**config.mk**
```make
export PLATFORM = sky130hd
export DESIGN_NAME = bday_sat_counter
export DESIGN_NICKNAME = d
export VERILOG_FILES = /design/src/rtl/bday_sat_counter.sv
export SDC_FILE = /design/constraint.sdc
export NUM_CORES = 1
export LEC_CHECK = 0
export CORE_AREA = 5 5 42 44
export DETAILED_ROUTE_END_ITERATION = 7
export DIE_AREA = 0 0 47 49
export MAX_ROUTING_LAYER = met4
export SETUP_SLACK_MARGIN = 0.2
export SYNTH_ARGS = -nofsm -noshare
export SYNTH_HDL_FRONTEND = slang
export SYNTH_SLANG_ARGS = --single-unit
```
**constraint.sdc**
```tcl
create_clock -name i_clk -period 1.75 [get_ports i_clk]
set_input_delay 0.2625 -clock i_clk [delete_from_list [all_inputs] [get_ports i_clk]]
set_output_delay 0.2625 -clock i_clk [all_outputs]
set_load 0.01 [all_outputs]
```
**src/rtl/bday_sat_counter.sv**
```systemverilog
// -----------------------------------------------------------------------------
// bday_sat_counter
// CNT_W-bit incrementer with enable that sticks at all-ones instead of
// wrapping. Used for the completed-sequence count of the checker.
// Ports:
//   i_clk   : clock, rising edge
//   i_rst_n : synchronous active-low reset (clears the count)
//   i_en    : add one this edge (ignored once saturated)
//   o_cnt   : current count, registered
// -----------------------------------------------------------------------------
module bday_sat_counter #(
  parameter int CNT_W = 8
) (
  input  logic             i_clk,
  input  logic             i_rst_n,
  input  logic             i_en,
  output logic [CNT_W-1:0] o_cnt
);

  logic [CNT_W-1:0] r_cnt;
  logic             w_full;

  assign w_full = (r_cnt == {CNT_W{1'b1}});

  // Count enabled events, holding at all-ones once reached.
  always_ff @(posedge i_clk) begin
    if (!i_rst_n) begin
      r_cnt <= '0;
    end else if (i_en && !w_full) begin
      r_cnt <= r_cnt + CNT_W'(1);
    end else begin
      r_cnt <= r_cnt;
    end
  end

  assign o_cnt = r_cnt;

endmodule

```
### Word-level counts from Yosys, hierarchy flattened

Index checks and enable logic that the tools add are counted.

* output and inout bits: 8
* register bits after elaboration: 8
* input port bits: 3

* add/sub/neg operators: 1
* reductions and logical operators: 2
* equal/unequal tests: 1

Operators with widths (count)
* $add 8x1->8 const B: 1
* $eq 8x8->1 const B: 1
* $logic_and 1x1->1: 1
* $logic_not 1->1: 1

### Depth between registers and ports, before layout

* word-level depth: 3
* depth in mapped cells: 4

### Worst setup path after synthesis

OpenSTA, ideal clock, no wires.

* path type: register -> register
* from: reg r_cnt[0], in the netlist o_cnt[0]
* to: reg r_cnt[7], in the netlist o_cnt[7]
* slack: 243 ps
* stages on the path, launching flop included: 5
* arrival time: 1391 ps
* library setup time: 116 ps
* buffers on the path: 0
* clock period less this slack: 1507 ps
* cells stage by stage: dfxtp_1 -> ha_1 -> and3_4 -> or4b_1 -> o211a_1

* longest elaborated chain between the ends: 3

RTL lines
* start, declared: RTL line 20 `logic [CNT_W-1:0] r_cnt;`
* start signal, assigned: RTL line 30 `r_cnt <= r_cnt + CNT_W'(1);`
* start signal, assigned: RTL line 32 `r_cnt <= r_cnt;`
* branches (longest 3 deep; another with $add 8x1->8)

Several ways; the timed one is not identified.
A chain may end at the register's enable or synchronous reset.

### Final worst setup path

* from: reg r_cnt[5], in the netlist o_cnt[5]
* to: out o_cnt[5]

RTL lines
* end, declared: RTL line 17 `output logic [CNT_W-1:0] o_cnt`

No word-level cell between the ends.

==> reports/results.txt <==
Worst hold path class = register to register
Routed WL = 869 um
Starting density of the core = 29.5%
Post-Place Cells = 69
Die Ht = 49 um
WL per Instance = 12.1 um
First-pass GRT wire length = 1390 um
WP data required = 1490 ps
Post-detail-place hpwl = 629 um
Post-DRT Antenna Nets = 0
Worst path top cell family by delay = buffers and inverters
Synth unique cells = 22
Synthesis Warnings = 0
FFs w/ async S/R, synth = 0%
CTS Buffer Depth = 2
Leak pwr = 0.219 nW
Placement Rows = 14
Sequential share of the synthesized area = 38.8%
Internal power = 0.000286 W
Largest net degree at the start of global routing = 12
Startpoint types = register
DR DRC count = 0
Synth top cells by count = dfxtp_1 (8), nand2_1 (7), a31oi_1 (3), mux2i_1 (3)
DRT Pass-1 Iters = 2
Clock power share = 37.8%
Setup CP Type = register to output pin
Worst skew pair latency = 250 ps
H-tree depth = 1
Total congestion overflow = 0
Fill cell count = 146
Ordered cell list for the critical path = clkdlybuf4s50_1
GP Congestion = 0.690
Max_slew headroom = 72.9%
IO buf count = 10
WHS = 509 ps
Hold path depth = 1
Max frequency = 659 MHz
Final core occ = 40.4%
Top-area cell type share of the netlist area = 38.8%
CP Depth = 1
Layout area overhead = 37.0%
Total CTS buffers = 3
Fin Clk Skew = 2.63 ps
P per Cell Area = 652 nW/um2
Flip-flop and latch area = 164 um2
Setup TNS = 0 ps
Clock transition at path regs = 50 ps
Finished Layout Cells = 72
Status = completed
Sequential share of power = 52.7%
Ports = 11
Mean area per synthesized cell = 9.60 um2
WP buf/inv = 1
Number of antenna violations at the first check in global routing = 0
DR vias = 382
R2R depth = 4
Yosys top cell by area = dfxtp_1
Multi-input gate area = 251 um2
Max cap viols = 0
Critical path's slowest cell = clkdlybuf4s50_1
Sw Ratio = 22.5%
Worst Setup End Kind = output pin
Peak supply drop = 316 uV
Syn Nets = 47
Max FFs per register = 8
Layout Nets = 62
Final worst path period share = 86.7%
Clock sinks = 8
Least-Margin Pin Slew = 402 ps
Final Max Slew Viols = 0
Final setup fails = 0
Die area = 2300 um2
Design area = 566 um2
Synthesized area = 413 um2
CP Data Arrival Time = 1260 ps
RSZ-0062 raised after global routing = yes
Ys flop type = dfxtp_1
Core area = 1400 um2
Vias per cell = 5.31
Most common cell in the netlist = dfxtp_1
Comb pwr share = 9.4%
Fin. Hold Viols = 0
DIE WIDTH = 47 um
Antenna Cells = 0
Crit-path max FO = 7
Cells after synthesis = 43
GRT Total Usage = 8.39%
Share of post-route cells with drive strength above 1 = 21.4%
Tmin final = 1520 ps
Yosys reg bits = 8
Vias in the first global route = 338
Postcts setup bufs = 0
Top post-synthesis cells by area = dfxtp_1 (39%), mux2i_1 (7.3%), nand2_1 (6.4%), and4_2 (4.8%), o211a_1 (4.8%)
CTS tree = done
Placed inst area = 537 um2
Post-cts hold buffer count = 0
Cells resized by post-CTS repair = 0
Slowest Stage Delay on Critical Path = 580 ps
DR iter-0 viols = 4
Root Buffer = clkbuf_4
P_sw = 0.0000828 W
EDFF count, synth = 0
==> layout make-up <==
type / instances / share of cell area [%]
clock buffer: 3 / 3.98
multi-input combinational: 34 / 44.5
sequential: 8 / 29.0
tap: 16 / 3.54
timing repair buffer: 11 / 19.0
==> metrics by stage <==
step,setup slack (ps),power [W]
final,232,0.000369
after global routing,180,0.000385
after floorplan,243,0.000213
after detailed placement,84.9,0.000233
after CTS,205,0.000368
after global placement,108,0.000232
==> power groups by stage <==
stage / clock network, W / registers [W] / logic [W]
floorplan: 0 / 0.000199 / 0.0000139
global placement: 0 / 0.000198 / 0.0000342
detailed placement: 0 / 0.000198 / 0.0000350
CTS: 0.000139 / 0.000194 / 0.0000350
global route: 0.000151 / 0.000195 / 0.0000379
finish: 0.000139 / 0.000194 / 0.0000348
==> final timing paths <==
check / end / slack (ps) / startpoint
worst max-delay path: o_cnt[5] / 230 / o_cnt[5]$_SDFFE_PN0P_
worst min-delay path: o_cnt[2]$_SDFFE_PN0P_ / 510 / o_cnt[2]$_SDFFE_PN0P_
worst max register to register: o_cnt[7]$_SDFFE_PN0P_ / 240 / o_cnt[0]$_SDFFE_PN0P_
worst min register to register: o_cnt[2]$_SDFFE_PN0P_ / 510 / o_cnt[2]$_SDFFE_PN0P_
==> cells in the final DEF, fill, tap and decap left out <==
cell	n
a211oi_1	1
a21boi_0	1
a31oi_1	3
and2_1	1
and3_4	1
and4_1	1
and4_2	2
buf_4	1
clkbuf_4	3
clkdlybuf4s50_1	10
dfxtp_1	5
dfxtp_2	3
ha_2	1
mux2i_1	3
nand2_1	7
nand2b_1	2
nand3b_1	1
nand4_1	1
nand4_2	1
nor2_1	1
nor3b_1	1
nor4bb_1	1
o211a_1	2
o21ai_0	2
or4b_1	1
==> cells by family (layout without fill, tap and decap cells) <==
family,Yosys count,in the layout,share of synthesized area [%]
adder cells (fa/ha/maj),1,1,3.03
flip-flops,8,8,38.8
buffers and inverters,1,14,0.908
AND/OR/NAND/NOR,21,21,34.5
multiplexers,3,3,7.27
AO/OA/AOI/OAI,9,9,15.5
==> routing by layer <==
| metal | share of wire (%) | track usage (%) |
|---|---|---|
| met5 | 0 | - |
| met2 | 41 | 10.6 |
| met3 | 5.6 | 2.21 |
| met4 | 2.2 | 5.53 |
| met1 | 51 | 11.3 |
Power figures use the tool's default switching activity.
